==> src/rtl/rand_pkg.sv <==
// Shared RNG definitions: zero-seed substitute, arbiter FSM states and the
// xorshift64 step used by every consumer of the generator.
package rand_pkg;

  localparam logic [63:0] ZERO_SEED_SUB = 64'h9E37_79B9_7F4A_7C15;

  typedef enum logic {
    WARMUP,
    SERVE
  } rand_arb_state_e;

  function automatic logic [63:0] xorshift64_step(input logic [63:0] x);
    logic [63:0] x1;
    logic [63:0] x2;
    x1 = x ^ (x << 13);
    x2 = x1 ^ (x1 >> 7);
    return x2 ^ (x2 << 17);
  endfunction

endpackage

==> src/rtl/rr_arbiter.sv <==
// Combinational round-robin pick: search starts one past last_grant and wraps.
module rr_arbiter #(
  parameter int NUM_REQ = 4
) (
  input  logic [NUM_REQ-1:0]         elig,
  input  logic [$clog2(NUM_REQ)-1:0] last_grant,
  output logic [NUM_REQ-1:0]         win_oh,
  output logic [$clog2(NUM_REQ)-1:0] win_idx,
  output logic                       any
);

  localparam int          IW = $clog2(NUM_REQ);
  localparam int unsigned N  = NUM_REQ;

  always_comb begin
    int unsigned p;
    p       = 0;
    win_oh  = '0;
    win_idx = '0;
    any     = 1'b0;
    for (int unsigned k = 1; k <= N; k++) begin
      p = (32'(last_grant) + k) % N;
      if (!any && elig[IW'(p)]) begin
        any     = 1'b1;
        win_idx = IW'(p);
        win_oh  = NUM_REQ'(1) << p;
      end
    end
  end

endmodule

==> src/rtl/rand_arbiter.sv <==
// Round-robin shared xorshift64 generator with seeding/reseeding.
// Optional warm-up discard phase enabled by `define RAND_ARB_WARMUP_EN.
module rand_arbiter
  import rand_pkg::*;
#(
  parameter int NUM_REQ       = 4,
  parameter int OUT_W         = 32,
  parameter int WARMUP_ROUNDS = 8
) (
  input  logic                       clk,
  input  logic                       rst,
  input  logic [63:0]                seed,
  input  logic                       reseed,
  input  logic [NUM_REQ-1:0]         req,
  output logic [NUM_REQ-1:0]         ack,
  output logic [$clog2(NUM_REQ)-1:0] grant_idx,
  output logic [OUT_W-1:0]           rand_data,
  output logic                       busy
);

  localparam int IW = $clog2(NUM_REQ);

  logic [63:0]        x;
  logic [63:0]        x_nxt;
  logic [63:0]        x_step;
  logic [63:0]        load_val;
  logic [IW-1:0]      last_grant;
  logic [NUM_REQ-1:0] elig;
  logic [NUM_REQ-1:0] win_oh;
  logic [IW-1:0]      win_idx;
  logic               win_any;
  logic               serving;
  logic               warm_step;
  logic               grant;

  assign x_step   = xorshift64_step(x);
  assign load_val = (seed == '0) ? ZERO_SEED_SUB : seed;
  // Held request of the requester being acked right now must not win again.
  assign elig     = req & ~ack;
  assign grant    = serving & win_any & ~reseed;

  rr_arbiter #(.NUM_REQ(NUM_REQ)) u_rr (
    .elig       (elig),
    .last_grant (last_grant),
    .win_oh     (win_oh),
    .win_idx    (win_idx),
    .any        (win_any)
  );

`ifdef RAND_ARB_WARMUP_EN
  localparam int CW = (WARMUP_ROUNDS > 1) ? $clog2(WARMUP_ROUNDS) : 1;
  localparam rand_arb_state_e LOAD_STATE = (WARMUP_ROUNDS == 0) ? SERVE : WARMUP;

  rand_arb_state_e state;
  rand_arb_state_e state_nxt;
  logic [CW-1:0]   wcnt;
  logic [CW-1:0]   wcnt_nxt;

  always_ff @(posedge clk) begin
    if (rst) begin
      state <= LOAD_STATE;
      wcnt  <= '0;
    end else begin
      state <= state_nxt;
      wcnt  <= wcnt_nxt;
    end
  end

  always_comb begin
    state_nxt = state;
    wcnt_nxt  = wcnt;
    if (reseed) begin
      state_nxt = LOAD_STATE;
      wcnt_nxt  = '0;
    end else if (state == WARMUP) begin
      if (32'(wcnt) == WARMUP_ROUNDS - 1) begin
        state_nxt = SERVE;
        wcnt_nxt  = '0;
      end else begin
        wcnt_nxt = wcnt + CW'(1);
      end
    end
  end

  assign serving   = (state == SERVE);
  assign warm_step = (state == WARMUP);
  assign busy      = ~serving;
`else
  if (WARMUP_ROUNDS < 0) begin : g_illegal_warmup_rounds
  end

  assign serving   = 1'b1;
  assign warm_step = 1'b0;
  assign busy      = 1'b0;
`endif

  always_comb begin
    x_nxt = x;
    if (rst || reseed) begin
      x_nxt = load_val;
    end else if (grant || warm_step) begin
      x_nxt = x_step;
    end
  end

  always_ff @(posedge clk) begin
    x <= x_nxt;
    if (rst) begin
      ack        <= '0;
      grant_idx  <= '0;
      rand_data  <= '0;
      last_grant <= IW'(NUM_REQ - 1);
    end else if (grant) begin
      ack        <= win_oh;
      grant_idx  <= win_idx;
      rand_data  <= x_step[63 -: OUT_W];
      last_grant <= win_idx;
    end else begin
      ack <= '0;
    end
  end

endmodule
==> config.mk <==
export PLATFORM = sky130hd
export DESIGN_NAME = rand_arbiter
export DESIGN_NICKNAME = d
export VERILOG_FILES = /design/src/rtl/rand_pkg.sv /design/src/rtl/rr_arbiter.sv /design/src/rtl/rand_arbiter.sv
export SDC_FILE = /design/constraint.sdc
export NUM_CORES = 1
export LEC_CHECK = 0
export CAP_MARGIN = 20
export CORE_UTILIZATION = 40
export CTS_CLUSTER_DIAMETER = 200
export DETAILED_ROUTE_END_ITERATION = 7
export GPL_TIMING_DRIVEN = 0
export PLACE_DENSITY = 0.63
export REMOVE_ABC_BUFFERS = 1
export SYNTH_ARGS = -nofsm -noshare
export SYNTH_HDL_FRONTEND = slang
export SYNTH_SLANG_ARGS = --single-unit
==> constraint.sdc <==
create_clock -name clk -period 3.95 [get_ports clk]
set_input_delay 0.395 -clock clk [delete_from_list [all_inputs] [get_ports clk]]
set_output_delay 0.395 -clock clk [all_outputs]
set_load 0.01 [all_outputs]
==> impl_summary.log, run 1 <==
INFO  metric run_status = complete, no violations
INFO  metric route.detailed.vias_per_inst = 5.56
INFO  metric drc = 0
INFO  metric hold_viol = 0
INFO  metric rows = 44
INFO  metric critPathKind = reg -> reg
INFO  metric use_met2 = 36.2%
INFO  metric static-leakage-power = 2.61 nW
INFO  metric setup_total_negative_slack = 0 ns
INFO  metric cts.path.max_buffers = 2
INFO  metric most_frequent_standard_cell_in_the_layout_excluding_fill_and_tap_cells = sky130_fd_sc_hd__xnor2_1
INFO  metric maxCapViolCount = 0
INFO  metric layout.cell_area.non_filler = 0.00767 mm^2
INFO  metric placed_area = 0.00736 mm^2
INFO  metric clock_tree_root_driver_cell = sky130_fd_sc_hd__clkbuf_16
INFO  metric insertion_delay = 0.36 ns
INFO  metric gp_congestion = 0.856
INFO  metric met3_usage = 4.80%
INFO  metric postSynthRegisterBits = 104
INFO  metric antenna_violations_before_repair = 0
INFO  metric grt.met1_usage = 31.0%
INFO  metric power_frac_seq = 27.0%
INFO  metric grt.total_usage = 22.8%
INFO  metric fp.dieH = 126 um
INFO  metric clk_pin_slew = 0.07 ns
INFO  metric synth.top_cells.by_area = sky130_fd_sc_hd__edfxtp_1, sky130_fd_sc_hd__xnor2_1, sky130_fd_sc_hd__dfxtp_1, sky130_fd_sc_hd__a211oi_1, sky130_fd_sc_hd__a2bb2oi_1
INFO  metric ant_nets = 0
INFO  metric clock_tree_from_tritoncts = yes
INFO  metric final.hold.worst_slack = 0.499 ns
INFO  metric routedWlPerCell = 20.2 um
INFO  metric top_usage_layer = met2
INFO  metric share_comb_of_total_power = 59.9%
INFO  metric drv_slew = 0
INFO  metric hpwlAfterDp = 13000 um
INFO  metric final_routed_wirelength_across_all_metal_layers = 17300 um
INFO  metric post_place_setup_slack = 0.502 ns
INFO  metric drt-initial-drc-count = 414
INFO  metric via_count = 4756
INFO  metric avgSynthCellArea = 10.6 um^2
INFO  metric switchingPower = 0.00311 W
INFO  metric syn_inst = 577
INFO  metric critical-path-max-stage-delay = 0.71 ns
INFO  metric yosys_most_used_dff = sky130_fd_sc_hd__edfxtp_1
INFO  metric grt_overflow = 0
INFO  metric final_nets = 745
INFO  metric numPortBuffers = 108
INFO  metric worst_ir_drop_vdd = 0.398 mV
INFO  metric die_width = 126 um
INFO  metric synth-async-reset-ratio = 0%
INFO  metric cts_sinks = 104
INFO  metric number_of_global_route_vias_before_repair = 4788
INFO  metric setup_violations_final = 0
INFO  metric place_inst = 840
INFO  metric end_kind = flop
INFO  metric ys_types = 55
INFO  metric power.switching_fraction = 42.5%
INFO  metric final.setup.worst_slack = 0.671 ns
INFO  metric areaGrowthSynthToFinish = 24.9%
INFO  metric postCtsSetupRepairBufs = 0
INFO  metric mappedNetlistArea = 0.00614 mm^2
INFO  metric synth_sequential_area_ratio = 44.3%
INFO  metric cts_buffers = 9
INFO  metric synth_area_leader_cell = sky130_fd_sc_hd__edfxtp_1
INFO  metric holdCritPathClass = reg -> reg
INFO  metric final_cell_count_no_fill = 856
INFO  metric arrival = 3.54 ns
INFO  metric rsz0062_at_grt = no
INFO  metric slew-limit-headroom = 34.6%
INFO  metric max_freq = 305 MHz
INFO  metric most-common-layout-cells = sky130_fd_sc_hd__xnor2_1, sky130_fd_sc_hd__clkdlybuf4s50_1, sky130_fd_sc_hd__edfxtp_1
INFO  metric synth_edf_count = 64
INFO  metric cp_cell_sequence = clkinv_1, ha_1, or4b_1, nand2_1, nor3_1, or3_1, a311oi_1
INFO  metric cp_max_fo = 19
INFO  metric tightestPinTransition = 0.982 ns
INFO  metric dieArea = 0.0159 mm^2
INFO  metric area_of_the_core = 0.0148 mm^2
INFO  metric ioPinCount = 110
INFO  metric first_pass_iters = 6
INFO  metric p_int = 0.00421 W
INFO  metric worst_setup_path_start_kind = flop
INFO  metric maximum_number_of_pins_on_one_net_before_global_route_repair = 65
INFO  metric post_cts_resize_count = 0
INFO  metric drive_gt1_share = 5.65%
INFO  metric first_pass_grt_wire_length = 27600 um
INFO  metric hold_buffers = 0
INFO  metric cts-htree-levels = 3
INFO  metric finalCriticalPeriod = 3.28 ns
INFO  metric antennaDiodeCount = 0
INFO  metric initial_core_util = 41.6%
INFO  metric yosysWarnings = 0
INFO  metric netlist.area_leader.share = 31.3%
INFO  metric timing.final.crit_share = 83.0%
INFO  metric power_per_cell_area = 955 mW/mm^2
INFO  metric clk_pwr_share = 13.1%
INFO  metric crit_required = 4.21 ns
INFO  metric critical_path.slowest_cell = sky130_fd_sc_hd__dfxtp_1
INFO  metric fin_worst_skew = 0.0125 ns
[state kept, by name (all words and copies together) (netlist names)]
name        flops
ack             4
grant_idx       2
last_grant      2
rand_data      32
x              64
[final timing paths]
path / start / end / slack (ns) / depth (start not counted)
min: rand_data[28] / rand_data[28] / 0.50 / 2
min reg2reg: rand_data[28] / rand_data[28] / 0.50 / 2
max: last_grant[0] / grant_idx[0] / 0.67 / 7
max reg2reg: last_grant[0] / grant_idx[0] / 0.67 / 7
[metrics by stage]
step	total power (W)	utilization, %
after floorplan	0.00511	-
after global placement	0.00629	49.5
after detailed placement	0.00634	49.9
after CTS	0.00733	52.0
after global routing	0.00778	52.0
final	0.00733	52.0
[Yosys cell counts, types with 2 or more instances]
cell type	instances
sky130_fd_sc_hd__a211oi_1	34
sky130_fd_sc_hd__a21oi_1	10
sky130_fd_sc_hd__a221o_1	4
sky130_fd_sc_hd__a2bb2oi_1	28
sky130_fd_sc_hd__a2bb2oi_2	8
sky130_fd_sc_hd__and3_1	2
sky130_fd_sc_hd__buf_2	7
sky130_fd_sc_hd__buf_4	2
sky130_fd_sc_hd__buf_6	3
sky130_fd_sc_hd__clkbuf_1	18
sky130_fd_sc_hd__dfxtp_1	40
sky130_fd_sc_hd__edfxtp_1	64
sky130_fd_sc_hd__ha_1	7
sky130_fd_sc_hd__mux4_2	2
sky130_fd_sc_hd__nand2_1	35
sky130_fd_sc_hd__nand2b_1	7
sky130_fd_sc_hd__nand4_1	4
sky130_fd_sc_hd__nand4b_1	3
sky130_fd_sc_hd__nor2_1	41
sky130_fd_sc_hd__nor2b_1	3
sky130_fd_sc_hd__nor3_1	8
sky130_fd_sc_hd__nor4_1	17
sky130_fd_sc_hd__o211ai_1	2
sky130_fd_sc_hd__o21ai_0	32
sky130_fd_sc_hd__o22a_1	2
sky130_fd_sc_hd__or2_2	2
sky130_fd_sc_hd__xnor2_1	148
sky130_fd_sc_hd__xor2_1	17
[kinds of logic (layout without fill, tap and decap cells)]
logic type / after synthesis / count (layout) / share of synthesized area [%]
adder cells (fa/ha/maj): 7 / 7 / 1.43
XOR/XNOR: 165 / 165 / 23.5
AND/OR/NAND/NOR: 131 / 131 / 10.7
flip-flops: 104 / 104 / 44.3
multiplexers: 3 / 3 / 0.896
other: 1 / 1 / 0.0611
buffers and inverters: 34 / 129 / 2.71
AO/OA/AOI/OAI: 132 / 132 / 16.4
[cell type report]
type	instances	area (um^2)
multi-input cells	439	3280
fillers	1347	7080
repair buffers	110	1120
clock inverters	5	60.1
inverters	3	11.3
clock buffers	11	254
well taps	184	230
flip-flops and latches	104	2720
[metal layers]
metal	routed length (um)	up-vias
li1	-	2271
met1	7860	2305
met2	8170	161
met3	931	19
met4	369	0
met5	0	-
[power groups by stage]
stage | logic (W) | registers, W | clock network (W)
5_1_grt | 0.00474 | 0.00203 | 0.00102
3_3_place_gp | 0.00430 | 0.00199 | 0
2_1_floorplan | 0.00315 | 0.00197 | 0
3_5_place_dp | 0.00434 | 0.00200 | 0
4_1_cts | 0.00438 | 0.00198 | 0.000977
6_report | 0.00439 | 0.00198 | 0.000962
[worst max-delay path: cells and delay by family (launching register included)]
| family | cells | cell delay (ns) |
|---|---|---|
| fa+ha+maj | 1 | 0.54 |
| buf+inv | 1 | 0.51 |
| flops | 1 | 0.71 |
| compound gates | 1 | 0.25 |
| simple gates | 4 | 1.18 |
No activity file was read; power rests on OpenSTA's default activity.
==> inputs of run 2 (changes only) <==
Clock period 3.95 ns to 3.1 ns, I/O delays scaled along.
==> impl_summary.log, run 2 (synthesized netlist as in run 1, its figures left out) <==
INFO  metric run_status = complete, no violations (unchanged)
INFO  metric crit_required = 3.28 ns (was 4.21 ns)
INFO  metric hold_viol = 0 (unchanged)
INFO  metric area_of_the_core = 0.0148 mm^2 (unchanged)
INFO  metric drv_slew = 0 (unchanged)
INFO  metric p_int = 0.00537 W (was 0.00421 W)
INFO  metric static-leakage-power = 2.62 nW (was 2.61 nW)
INFO  metric setup_violations_final = 0 (unchanged)
INFO  metric most-common-layout-cells = sky130_fd_sc_hd__xnor2_1, sky130_fd_sc_hd__clkdlybuf4s50_1, sky130_fd_sc_hd__edfxtp_1 (unchanged)
INFO  metric worstHoldEndpoint = rand_data[28] (unchanged)
INFO  metric numPortBuffers = 108 (unchanged)
INFO  metric final_nets = 745 (unchanged)
INFO  metric hold_buffers = 0 (unchanged)
INFO  metric first_pass_grt_wire_length = 27600 um (about the same)
INFO  metric number_of_global_route_vias_before_repair = 4792 (was 4788)
INFO  metric wp_buf_inv = 1 (unchanged)
INFO  metric ant_nets = 0 (unchanged)
INFO  metric maxCapViolCount = 0 (unchanged)
INFO  metric worstSetupPathDepth = 6 (was 7)
INFO  metric critical-path-max-stage-delay = 0.71 ns (about the same)
INFO  metric clk_pin_slew = 0.07 ns (about the same)
INFO  metric antenna_violations_before_repair = 0 (unchanged)
INFO  metric most_frequent_standard_cell_in_the_layout_excluding_fill_and_tap_cells = sky130_fd_sc_hd__xnor2_1 (unchanged)
INFO  metric layout.cell_area.non_filler = 0.00768 mm^2 (was 0.00767 mm^2)
INFO  metric placed_area = 0.00736 mm^2 (unchanged)
INFO  metric switchingPower = 0.00395 W (was 0.00311 W)
INFO  metric drive_gt1_share = 5.95% (was 5.65%)
INFO  metric regToRegStartpoint = last_grant[1] (was last_grant[0])
INFO  metric reg2reg_to = grant_idx[0] (unchanged)
INFO  metric largest_register_by_flop_count = x (unchanged)
INFO  metric layout.filler_cells = 1348 (was 1347)
INFO  metric layout.core_utilization = 52.0% (about the same)
INFO  metric critical_path.slowest_cell = sky130_fd_sc_hd__nand2_2 (was sky130_fd_sc_hd__dfxtp_1)
INFO  metric grt.total_usage = 22.9% (was 22.8%)
INFO  metric rrSetupSlack = 0.23 ns (was 0.67 ns)
INFO  metric hpwlAfterDp = 13000 um (unchanged)
INFO  metric cts_buffers = 9 (unchanged)
INFO  metric fin_worst_skew = 0.0111 ns (was 0.0125 ns)
INFO  metric hold-path-cell-count = 2 (unchanged)
INFO  metric cts-htree-levels = 3 (unchanged)
INFO  metric ioPinCount = 110 (unchanged)
INFO  metric cts_sinks = 104 (unchanged)
INFO  metric largest_reg_flops = 64 (unchanged)
INFO  metric clk_pwr_share = 13.2% (was 13.1%)
INFO  metric final.hold.worst_slack = 0.499 ns (about the same)
INFO  metric routedWlPerCell = 20.3 um (was 20.2 um)
INFO  metric first_pass_iters = 4 (was 6)
INFO  metric grt_overflow = 0 (unchanged)
INFO  metric r2r.worst_path.cells = 7 (unchanged)
INFO  metric slew-limit-headroom = 36.3% (was 34.6%)
INFO  metric multi_input_logic_area = 0.00328 mm^2 (about the same)
INFO  metric fp.dieH = 126 um (unchanged)
INFO  metric power_per_cell_area = 1210 mW/mm^2 (was 955 mW/mm^2)
INFO  metric largest_registers = x x64, rand_data x32, ack x4 (unchanged)
INFO  metric cp_cell_sequence = clkdlybuf4s50_1, nor4_1, nand4_1, or4_1, nand2_2, a2bb2oi_1 (was clkinv_1, ha_1, or4b_1, nand2_1, nor3_1, or3_1, a311oi_1)
INFO  metric setup_total_negative_slack = 0 ns (unchanged)
INFO  metric route.detailed.vias_per_inst = 5.55 (was 5.56)
INFO  metric antennaDiodeCount = 0 (unchanged)
INFO  metric via_count = 4752 (was 4756)
INFO  metric maximum_number_of_pins_on_one_net_before_global_route_repair = 65 (unchanged)
INFO  metric timing.final.crit_share = 96.5%
INFO  metric areaGrowthSynthToFinish = 25.0% (was 24.9%)
INFO  metric power_frac_seq = 27.1% (was 27.0%)
INFO  metric crit_family = simple AND/OR/NAND/NOR gates (unchanged)
INFO  metric drc = 0 (unchanged)
INFO  metric finalCriticalPeriod = 2.99 ns
INFO  metric worst_setup_path_start_kind = input port (was flop)
INFO  metric holdCritPathClass = reg -> reg (unchanged)
INFO  metric clock_tree_root_driver_cell = sky130_fd_sc_hd__clkbuf_16 (unchanged)
INFO  metric worst_ir_drop_vdd = 0.505 mV (was 0.398 mV)
INFO  metric launch_point_of_the_worst_hold_path = rand_data[28] (unchanged)
INFO  metric gp_congestion = 0.856 (unchanged)
INFO  metric arrival = 3.17 ns (was 3.54 ns)
INFO  metric layout.area.seq = 0.00272 mm^2 (about the same)
INFO  metric insertion_delay = 0.35 ns (was 0.36 ns)
INFO  metric die_width = 126 um (unchanged)
INFO  metric cts.path.max_buffers = 2 (unchanged)
INFO  metric rsz0062_at_grt = no (unchanged)
INFO  metric final_routed_wirelength_across_all_metal_layers = 17400 um (was 17300 um)
INFO  metric max_freq = 334 MHz
INFO  metric critPathKind = in -> reg (was reg -> reg)
INFO  metric clock_tree_from_tritoncts = yes (unchanged)
INFO  metric tightestPinTransition = 0.952 ns (was 0.982 ns)
INFO  metric final.setup.worst_slack = 0.110 ns (was 0.671 ns)
INFO  metric share_comb_of_total_power = 59.8% (was 59.9%)
INFO  metric dieArea = 0.0159 mm^2 (unchanged)
INFO  metric rows = 44 (unchanged)
INFO  metric cp_max_fo = 38 (was 19)
INFO  metric initial_core_util = 41.6% (unchanged)
INFO  metric end_kind = flop (unchanged)
INFO  metric post_place_setup_slack = -0.263 ns (was 0.502 ns)
INFO  metric drt-initial-drc-count = 385 (was 414)
INFO  metric power.switching_fraction = 42.4% (was 42.5%)
[run 2: cell count changes in the layout (fill, tap and decap cells not counted)]
cell                       change
sky130_fd_sc_hd__clkinv_1      -1
sky130_fd_sc_hd__clkinv_2      +1
sky130_fd_sc_hd__or2_2         -1
sky130_fd_sc_hd__dfxtp_1       -1
sky130_fd_sc_hd__dfxtp_2       +1
sky130_fd_sc_hd__or2_4         +1
[run 2: layer usage]
layer | routed length (um) | track usage (%)
met5 | 0 | 0
met4 | 373 | 7.23
met3 | 937 | 4.80
met2 | 8130 | 36.3
met1 | 7920 | 31.1
[run 2: what timing repair did]
| action | 4_1_cts | 5_1_grt |
|---|---|---|
| hold endpoints to repair | 0 | 0 |
| gates cloned | 0 | 0 |
| setup buffers | 0 | 0 |
| gates resized for setup | 1 | 2 |
| setup endpoints to repair | 2 | 12 |
| pin swaps | 0 | 0 |
[run 2: power groups by stage]
stage               Sequential [W]  Clock (W)  Combinational (W)
floorplan                  0.00251          0            0.00401
global placement           0.00254          0            0.00548
detailed placement         0.00255          0            0.00553
CTS                        0.00252    0.00124            0.00558
global route               0.00258    0.00130            0.00604
finish                     0.00252    0.00123            0.00557
[run 2: worst max-delay path by stage]
stage,start,end,slack (ns)
after global placement,rst,x[19],-5.06
after CTS,last_grant[0],grant_idx[0],0.07
after floorplan,reseed,x[0],-1.03
after detailed placement,rst,x[30],-0.26
final,seed[58],x[25],0.11
after global routing,last_grant[1],grant_idx[0],0.12
[run 2: worst register-to-register path: stages, from the launching register on]
cell and delay, ns:
sky130_fd_sc_hd__dfxtp_1 0.66, sky130_fd_sc_hd__inv_2 0.24, sky130_fd_sc_hd__ha_1 0.44, sky130_fd_sc_hd__or4b_1 0.56
sky130_fd_sc_hd__nand2_1 0.23, sky130_fd_sc_hd__nor3_1 0.08, sky130_fd_sc_hd__or3_1 0.32, sky130_fd_sc_hd__a311oi_1 0.25
[run 2: final cells by class]
cell class,count,area share (%)
clock buffers,11,3.31
clock inverters,5,0.782
inverters,3,0.163
multi-input cells,439,42.7
flip-flops and latches,104,35.5
well taps,184,3.00
repair buffers,110,14.5
[run 2: stage by stage]
step / total power, W / cells
floorplan: 0.00651 / 546
global placement: 0.00802 / 838
detailed placement: 0.00808 / 840
CTS: 0.00934 / 856
global route: 0.00992 / 856
finish: 0.00932 / 856
